`config.mk`:
```
export PLATFORM = sky130hd
export DESIGN_NAME = sid_bus_writer
export DESIGN_NICKNAME = d
export VERILOG_FILES = /design/src/rtl/sid_bus_pkg.sv /design/src/rtl/sid_cmd_fifo.sv /design/src/rtl/sid_bus_writer.sv
export SDC_FILE = /design/constraint.sdc
export NUM_CORES = 1
export LEC_CHECK = 0
export BUFFER_PORTS_ARGS = -buffer_cell sky130_fd_sc_hd__buf_2
export CAP_MARGIN = 15
export CORE_MARGIN = 1.5
export CORE_UTILIZATION = 50
export CTS_CLUSTER_DIAMETER = 100
export DETAILED_ROUTE_END_ITERATION = 12
export PLACE_DENSITY = 0.67
export RECOVER_POWER = 50
export SLEW_MARGIN = 25
export SYNTH_ARGS = -nofsm -noshare
export SYNTH_HDL_FRONTEND = slang
export SYNTH_HIERARCHICAL = 1
export SYNTH_SLANG_ARGS = --single-unit
```
`constraint.sdc`:
```
create_clock -name clk -period 13.1 [get_ports clk]
set_clock_uncertainty 0.2 [all_clocks]
set_input_delay 1.965 -clock clk [delete_from_list [all_inputs] [get_ports clk]]
set_output_delay 1.965 -clock clk [all_outputs]
set_load 0.05 [all_outputs]
```
`src/rtl/sid_bus_pkg.sv`:
```
// Shared definitions for the SID bus initiator: command word layout, op codes,
// sequencer states and SID register addresses.
package sid_bus_pkg;

    localparam int CMD_W = 24;

    typedef enum logic [1:0] {
        OP_WRITE = 2'b00,
        OP_WAIT  = 2'b01,
        OP_READ  = 2'b10,
        OP_NOP   = 2'b11
    } op_e;

    typedef enum logic [1:0] {
        ST_IDLE,
        ST_ARM,
        ST_WAIT_T
    } state_e;

    // Command word fields; bit 21 is reserved and ignored.
    localparam int OP_HI   = 23;
    localparam int OP_LO   = 22;
    localparam int ADDR_HI = 20;
    localparam int ADDR_LO = 16;
    localparam int PAY_HI  = 15;
    localparam int PAY_LO  = 0;

    localparam logic [4:0] REG_V1_FREQ_LO = 5'h00;
    localparam logic [4:0] REG_V1_FREQ_HI = 5'h01;
    localparam logic [4:0] REG_V1_PW_LO   = 5'h02;
    localparam logic [4:0] REG_V1_PW_HI   = 5'h03;
    localparam logic [4:0] REG_V1_CTRL    = 5'h04;
    localparam logic [4:0] REG_V1_AD      = 5'h05;
    localparam logic [4:0] REG_V1_SR      = 5'h06;
    localparam logic [4:0] REG_V2_FREQ_LO = 5'h07;
    localparam logic [4:0] REG_V2_FREQ_HI = 5'h08;
    localparam logic [4:0] REG_V2_PW_LO   = 5'h09;
    localparam logic [4:0] REG_V2_PW_HI   = 5'h0A;
    localparam logic [4:0] REG_V2_CTRL    = 5'h0B;
    localparam logic [4:0] REG_V2_AD      = 5'h0C;
    localparam logic [4:0] REG_V2_SR      = 5'h0D;
    localparam logic [4:0] REG_V3_FREQ_LO = 5'h0E;
    localparam logic [4:0] REG_V3_FREQ_HI = 5'h0F;
    localparam logic [4:0] REG_V3_PW_LO   = 5'h10;
    localparam logic [4:0] REG_V3_PW_HI   = 5'h11;
    localparam logic [4:0] REG_V3_CTRL    = 5'h12;
    localparam logic [4:0] REG_V3_AD      = 5'h13;
    localparam logic [4:0] REG_V3_SR      = 5'h14;
    localparam logic [4:0] REG_FC_LO      = 5'h15;
    localparam logic [4:0] REG_FC_HI      = 5'h16;
    localparam logic [4:0] REG_RES_FILT   = 5'h17;
    localparam logic [4:0] REG_MODE_VOL   = 5'h18;
    localparam logic [4:0] REG_POT_X      = 5'h19;
    localparam logic [4:0] REG_POT_Y      = 5'h1A;
    localparam logic [4:0] REG_OSC3       = 5'h1B;
    localparam logic [4:0] REG_ENV3       = 5'h1C;

    function automatic op_e cmd_op(input logic [CMD_W-1:0] c);
        return op_e'(c[OP_HI:OP_LO]);
    endfunction

    function automatic logic [4:0] cmd_addr(input logic [CMD_W-1:0] c);
        return c[ADDR_HI:ADDR_LO];
    endfunction

    function automatic logic [15:0] cmd_payload(input logic [CMD_W-1:0] c);
        return c[PAY_HI:PAY_LO];
    endfunction

    function automatic logic [7:0] cmd_byte(input logic [CMD_W-1:0] c);
        return c[7:0];
    endfunction

endpackage

```
`src/rtl/sid_cmd_fifo.sv`:
```
// Synchronous command FIFO with clear; pointers carry one wrap bit so full and
// empty are distinguished without a separate counter.
module sid_cmd_fifo #(
    parameter int FIFO_DEPTH = 16,
    parameter int WIDTH      = 24
) (
    input  logic             clk,
    input  logic             reset,
    input  logic             clear,
    input  logic             push,
    input  logic             pop,
    input  logic [WIDTH-1:0] wdata,
    output logic [WIDTH-1:0] rdata,
    output logic             full,
    output logic             empty
);
    localparam int AW = $clog2(FIFO_DEPTH);
    localparam logic [AW:0] PTR_ONE = {{AW{1'b0}}, 1'b1};

    logic [WIDTH-1:0] mem [FIFO_DEPTH];
    logic [AW:0]      wr_ptr;
    logic [AW:0]      rd_ptr;
    logic             do_push;
    logic             do_pop;

    assign empty   = (wr_ptr == rd_ptr);
    assign full    = (wr_ptr == {~rd_ptr[AW], rd_ptr[AW-1:0]});
    assign do_pop  = pop && !empty;
    // A pop in the same cycle frees the slot, so a full FIFO may still accept.
    assign do_push = push && (!full || do_pop);
    assign rdata   = mem[rd_ptr[AW-1:0]];

    always_ff @(posedge clk) begin
        if (!reset || clear) begin
            wr_ptr <= '0;
            rd_ptr <= '0;
        end else begin
            if (do_push) wr_ptr <= wr_ptr + PTR_ONE;
            if (do_pop)  rd_ptr <= rd_ptr + PTR_ONE;
        end
    end

    always_ff @(posedge clk) begin
        if (reset && !clear && do_push) mem[wr_ptr[AW-1:0]] <= wdata;
    end

endmodule

```
`src/rtl/sid_bus_writer.sv`:
```
// Paces queued WRITE/WAIT/READ/NOP commands onto the SID register port, one bus
// op per ce_1m tick. Define SID_BUS_WRITER_READBACK_EN to enable the READ op.
module sid_bus_writer
    import sid_bus_pkg::*;
#(
    parameter int FIFO_DEPTH = 16
) (
    input  logic        clk,
    input  logic        reset,
    input  logic        ce_1m,
    input  logic        abort,
    input  logic        cmd_valid,
    output logic        cmd_ready,
    input  logic [23:0] cmd_data,
    output logic        sid_we,
    output logic [4:0]  sid_addr,
    output logic [7:0]  sid_dout,
    input  logic [7:0]  sid_din,
    output logic        rd_valid,
    output logic [7:0]  rd_data,
    output logic        busy
);
    state_e           state;
    logic [CMD_W-1:0] cur_cmd;
    logic [15:0]      wait_cnt;
    logic             rdy_en;
    logic             fifo_push;
    logic             fifo_pop;
    logic             fifo_full;
    logic             fifo_empty;
    logic [CMD_W-1:0] fifo_rdata;
    logic             unused_bits;

    // Commands that finish in IDLE (NOP, zero WAIT) never reach ARM.
    function automatic logic needs_arm(input logic [CMD_W-1:0] c);
        case (cmd_op(c))
            OP_WRITE: return 1'b1;
            OP_WAIT:  return cmd_payload(c) != 16'd0;
`ifdef SID_BUS_WRITER_READBACK_EN
            OP_READ:  return 1'b1;
`endif
            default:  return 1'b0;
        endcase
    endfunction

    assign fifo_pop  = (state == ST_IDLE) && !fifo_empty && !abort;
    assign cmd_ready = reset && rdy_en && (!fifo_full || fifo_pop);
    assign fifo_push = cmd_valid && cmd_ready && !abort;
    assign busy      = (state != ST_IDLE) || !fifo_empty;

    always_ff @(posedge clk) begin
        rdy_en <= reset;
    end

    sid_cmd_fifo #(
        .FIFO_DEPTH (FIFO_DEPTH),
        .WIDTH      (CMD_W)
    ) u_fifo (
        .clk   (clk),
        .reset (reset),
        .clear (abort),
        .push  (fifo_push),
        .pop   (fifo_pop),
        .wdata (cmd_data),
        .rdata (fifo_rdata),
        .full  (fifo_full),
        .empty (fifo_empty)
    );

    always_ff @(posedge clk) begin
        if (!reset) begin
            state    <= ST_IDLE;
            sid_we   <= 1'b0;
            sid_addr <= '0;
            sid_dout <= '0;
        end else if (abort) begin
            state  <= ST_IDLE;
            sid_we <= 1'b0;
        end else begin
            sid_we <= 1'b0;
            case (state)
                ST_IDLE: begin
                    if (!fifo_empty) begin
                        cur_cmd <= fifo_rdata;
                        // Address and data are presented for the whole ARM wait.
                        if (cmd_op(fifo_rdata) == OP_WRITE) begin
                            sid_addr <= cmd_addr(fifo_rdata);
                            sid_dout <= cmd_byte(fifo_rdata);
                        end
`ifdef SID_BUS_WRITER_READBACK_EN
                        if (cmd_op(fifo_rdata) == OP_READ) sid_addr <= cmd_addr(fifo_rdata);
`endif
                        if (needs_arm(fifo_rdata)) state <= ST_ARM;
                    end
                end
                ST_ARM: begin
                    case (cmd_op(cur_cmd))
                        OP_WRITE: begin
                            if (ce_1m) begin
                                sid_we <= 1'b1;
                                state  <= ST_IDLE;
                            end
                        end
                        OP_WAIT: begin
                            wait_cnt <= cmd_payload(cur_cmd);
                            state    <= ST_WAIT_T;
                        end
`ifdef SID_BUS_WRITER_READBACK_EN
                        OP_READ: begin
                            if (ce_1m) state <= ST_IDLE;
                        end
`endif
                        default: state <= ST_IDLE;
                    endcase
                end
                ST_WAIT_T: begin
                    if (ce_1m) begin
                        wait_cnt <= wait_cnt - 16'd1;
                        if (wait_cnt == 16'd1) state <= ST_IDLE;
                    end
                end
                default: state <= ST_IDLE;
            endcase
        end
    end

`ifdef SID_BUS_WRITER_READBACK_EN
    logic       rd_fire;
    logic       rd_valid_r;
    logic [7:0] rd_data_r;

    assign rd_fire = (state == ST_ARM) && (cmd_op(cur_cmd) == OP_READ) && ce_1m && !abort;

    always_ff @(posedge clk) begin
        if (!reset) begin
            rd_valid_r <= 1'b0;
            rd_data_r  <= '0;
        end else begin
            rd_valid_r <= rd_fire;
            if (rd_fire) rd_data_r <= sid_din;
        end
    end

    assign rd_valid    = rd_valid_r;
    assign rd_data     = rd_data_r;
    assign unused_bits = cur_cmd[21];
`else
    assign rd_valid    = 1'b0;
    assign rd_data     = 8'h00;
    assign unused_bits = cur_cmd[21] ^ (^sid_din);
`endif

endmodule
```
# ---- Word-level counts from Yosys, hierarchy flattened
# Memories as Yosys holds them, arrays and structs flattened. A register that Yosys moved wholly into a read port is not among the register bits.
# Cells that the tools add are included.
dict set report word_totals {
  reg_bits 67
  ram_bits 384
  input_bits 37
  output_inout_bits 25
  wordCells 82
  mem_count 1
}
dict set report op_classes {
  addsub 3
  n_eq_ne 13
  mux 20
  bitwise_logic 6
  n_reduce_logical 30
}
# memory depth width rd rd_clocked_by_memory_dff write_ports line
set mem_list {}
lappend mem_list {u_fifo.mem 16 24 1 1 1 sid_cmd_fifo.sv:20} ;# logic [WIDTH-1:0] mem [FIFO_DEPTH];
# operator n
set op_table {}
lappend op_table {{two-way mux 16 bit} 2}
lappend op_table {{case mux 16 bit (2 select lines)} 1}
lappend op_table {{== test 16 x 1 -> 1 bit, second input constant} 1}
lappend op_table {{nonzero test 16 bit} 1}
lappend op_table {{subtractor 16 x 1 -> 16 bit, second input constant} 1}
lappend op_table {{adder 5 x 1 -> 5 bit, second input constant} 2}
lappend op_table {{== test 5 bit} 2}
lappend op_table {{logical AND 1 bit} 10}
lappend op_table {{two-way mux 2 bit} 5}
lappend op_table {{AND reduction 5 bit} 2}
lappend op_table {{two-way mux 4 bit} 2}
lappend op_table {{!= test 2 bit, second input constant} 4}
lappend op_table {{AND reduction 4 bit} 2}
lappend op_table {{two-way mux 1 bit} 7}
lappend op_table {{== test 2 x 1 -> 1 bit, second input constant} 3}
lappend op_table {{logical NOT 2 bit} 3}
lappend op_table {{inverter 1 bit} 6}
lappend op_table {{case mux 2 bit (3 select lines)} 1}
lappend op_table {{logical NOT 1 bit} 4}
lappend op_table {{logical OR 1 bit} 4}
lappend op_table {{case mux 2 bit (2 select lines)} 1}
lappend op_table {{nonzero test 2 bit} 2}
lappend op_table {{OR reduction 4 bit} 1}
lappend op_table {{!= test 3 bit, second input constant} 1}
lappend op_table {{4 further kinds} 4}

# ---- Longest topological paths before layout
dict set report logic_depth {
  word_depth 12
  ltp_mapped 11
  mapped_depth_nobuf 9
}

# ---- By module
# Netlist, hierarchy kept.
# mod instances cells_each area_per_inst_um2 seq_area_each_um2
set by_module_without_submodules {}
lappend by_module_without_submodules {sid_cmd_fifo 1 622 15202.1 11811.3}
lappend by_module_without_submodules {sid_bus_writer 1 214 2301.0 1361.3}

# ---- Worst setup path after synthesis
# Ideal clock, no wire load.
dict set report synth_path {
  path_type {input -> register}
  startpoint {input abort}
  endpoint {memory u_fifo.mem[3][0] (enable)}
  setup_time_ns 0.435
  t_arrival_ns 5.525
  required_ns 12.465
  slack_ns 6.940
  cell_stages 5
  n_path_buf 0
  cell_sequence {or4_4 a21oi_1 and3b_1 o311ai_4 nor3_1}
}
dict set report synth_between {
  elab_chain_cells 10
  word_cells_on_any_way 13
  cone_classes {mux (2); reduce/logical (11)}
}
# item line
set synth_lines {}
lappend synth_lines {{start: declaration} sid_bus_writer.sv:11} ;# input logic abort,
lappend synth_lines {{logical NOT 1 bit} sid_bus_writer.sv:46} ;# assign fifo_pop = (state == ST_IDLE) && !fifo_empty && !abort;
lappend synth_lines {{logical AND 1 bit} sid_bus_writer.sv:46}
lappend synth_lines {{logical OR 1 bit} sid_bus_writer.sv:47} ;# assign cmd_ready = reset && rdy_en && (!fifo_full || fifo_pop);
lappend synth_lines {{logical AND 1 bit} sid_bus_writer.sv:47}
lappend synth_lines {{net cmd_ready} sid_bus_writer.sv:13} ;# output logic cmd_ready,
lappend synth_lines {{logical AND 1 bit (2 in series)} sid_bus_writer.sv:48} ;# assign fifo_push = cmd_valid && cmd_ready && !abort;
lappend synth_lines {{net fifo_push} sid_bus_writer.sv:27} ;# logic fifo_push;
lappend synth_lines {{logical AND 1 bit} sid_cmd_fifo.sv:30} ;# assign do_push = push && (!full || do_pop);
lappend synth_lines {{logical AND 1 bit} sid_cmd_fifo.sv:44} ;# if (reset && !clear && do_push) mem[wr_ptr[AW-1:0]] <= wdata;
lappend synth_lines {{two-way mux 1 bit} sid_cmd_fifo.sv:44}
lappend synth_lines {{two-way mux 1 bit (not written as such)} sid_cmd_fifo.sv:44}
lappend synth_lines {{end: declaration} sid_cmd_fifo.sv:20}
# The timed path passes the listed nets, and every way through them passes these cells.

==> flow_summary.json <==
{
  "status": "complete, but fails checks",
  "violations": "capacitance limit, slew limit",
  "die_w_um": 187,
  "grt_pass1_wl_mm": 51.0,
  "synth_cells": 815,
  "power.net_switching_mw": 0.520,
  "drc": 0,
  "track_usage": 0.199,
  "holdPathStages": 2,
  "avgSynthCellArea_sq_um": 20.7,
  "arrival_ns": 7.20,
  "cts_max_path_buffers": 3,
  "setup_viol": 0,
  "drtPass1Iterations": 5,
  "grt_pass1_vias": 8052,
  "coreArea_sq_um": 33400,
  "cts-resized-gates": 0,
  "min_period_ns": 7.01,
  "drtIter0Drc": 575,
  "cap_viol_max_count": 1,
  "slew_viol_final": 51,
  "post_cts_buffers": 0,
  "netlist_area_sq_um": 16900,
  "finalSetupTns_ns": 0,
  "slew_headroom": -1.85,
  "die-area_sq_um": 34900,
  "crit_fanout": 50,
  "via_per_inst": 5.79,
  "p_int_mw": 2.27,
  "rows": 67,
  "clk_pin_slew_ns": 0.06,
  "wirelength_mm": 33.8,
  "reg2regPathDepth": 8,
  "grt_max_degree": 67,
  "antenna_left": 0,
  "die_y_um": 187,
  "dpl.hpwl_mm": 17.6,
  "power.total_mw": 2.79,
  "leakage_nw": 5.89,
  "gp_congestion": 0.727,
  "yosys_warnings": 6,
  "cts_made_buffers": 43,
  "synthToLayoutAreaGrowth_pct": 12.5,
  "n_antenna_cell": 0,
  "rsz0062_at_grt": "false",
  "fmax_ghz": 0.143,
  "clock_latency_ns": 0.54,
  "worstSetupPathType": "flip-flop to flip-flop",
  "clock-sinks": 433,
  "cts_tree": "done",
  "crit_path_end_kind": "flip-flop",
  "portBuffers": 43,
  "hold_buffers": 0,
  "routedWlPerCell_um": 24.7,
  "clkPwrFrac": 0.448,
  "grt.overflow.total": 0,
  "finalWorstSetupSlack_ns": 6.09,
  "cp.required_ns": 13.30,
  "nets": 931,
  "hp-class": "flip-flop to flip-flop",
  "irDropWorstVdd_v": 0.000110,
  "cts_root_buf": "clkbuf_16",
  "finalHoldWorstSlack_ns": 0.251,
  "worstMarginPinSlew_ns": 4.27,
  "fin_crit_sh": 0.535,
  "powerDensity_nw_per_um2": 146,
  "layout-drive-gt1-share": 0.249,
  "initial_utilization": 0.506,
  "cts_max_level": 2,
  "startpoint_type": "flip-flop",
  "pin_count": 62,
  "hold_viol_final": 0,
  "seq_power_share": 0.542,
  "dp_slack_ns": 7.80,
  "p_sw_frac": 0.187,
  "p_comb_frac": 0.011,
  "via_count": 7916,
  "antenna_found_initial": 1
}
through the flow:
step                      cell area, sq um  utilization  cells
after floorplan                      16900            -    823
after global placement               17600        0.527   1290
after detailed placement             17600        0.527   1290
after CTS                            19100        0.570   1367
after global routing                 19000        0.569   1367
final                                19000        0.569   1367
cell type report:
| cell class | count | area, sq um |
|---|---|---|
| inverters | 6 | 22.5 |
| repair buffers | 66 | 348 |
| fillers | 2443 | 14400 |
| flip-flops and latches | 433 | 12700 |
| multi-input cells | 337 | 3940 |
| clock buffers | 63 | 1270 |
| well taps | 448 | 561 |
| clock inverters | 14 | 178 |
worst paths after layout:
path / start / end / slack [ns]
max: flip-flop / state[0] / 6.09
min: sid_addr[4] / sid_addr[4] / 0.25
max reg2reg: flip-flop / state[0] / 6.09
min reg2reg: sid_addr[4] / sid_addr[4] / 0.25
critical path, cell delays in order, from the launching register on:
cell	delay, ns
dfxtp_4	0.34
clkbuf_1	2.98
buf_4	1.05
mux4_2	0.61
mux4_2	0.56
nor4b_1	0.35
nand4_1	0.13
nor4_1	0.44
o32ai_1	0.15
power by group through the flow:
stage / sequential, mW / clock (mW) / combinational (mW)
6_report: 1.51 / 1.25 / 0.0303
3_3_place_gp: 1.54 / 0 / 0.0305
3_5_place_dp: 1.54 / 0 / 0.0318
5_1_grt: 1.51 / 1.33 / 0.0337
2_1_floorplan: 1.54 / 0 / 0.0134
4_1_cts: 1.51 / 1.27 / 0.0318
layer usage:
metal	global-route usage	share of wire
met5	0	0
met4	0.0546	0.018
met3	0.0385	0.069
met2	0.324	0.49
met1	0.280	0.42
flip-flops by register name, indices dropped and copies added (netlist names), named ones only:
register       flops
wait_cnt          16
u_fifo/wr_ptr      5
sid_addr           5
state              2
sid_dout           8
cur_cmd           18
sid_we             1
u_fifo/mem       368
rdy_en             1
u_fifo/rd_ptr      5
placed cells by master (no fill, tap or decap), types with 8 or more instances in the layout:
cell,count
and3_1,13
dfxtp_1,28
nor2_1,24
nand2_1,52
o21ai_0,17
a21boi_1,10
xor2_1,12
clkbuf_16,45
clkbuf_8,8
buf_2,17
conb_1,9
mux4_2,115
buf_4,21
clkbuf_1,38
edfxtp_1,402
xnor2_1,10
Note: power is estimated with default switching activity, not from simulation.
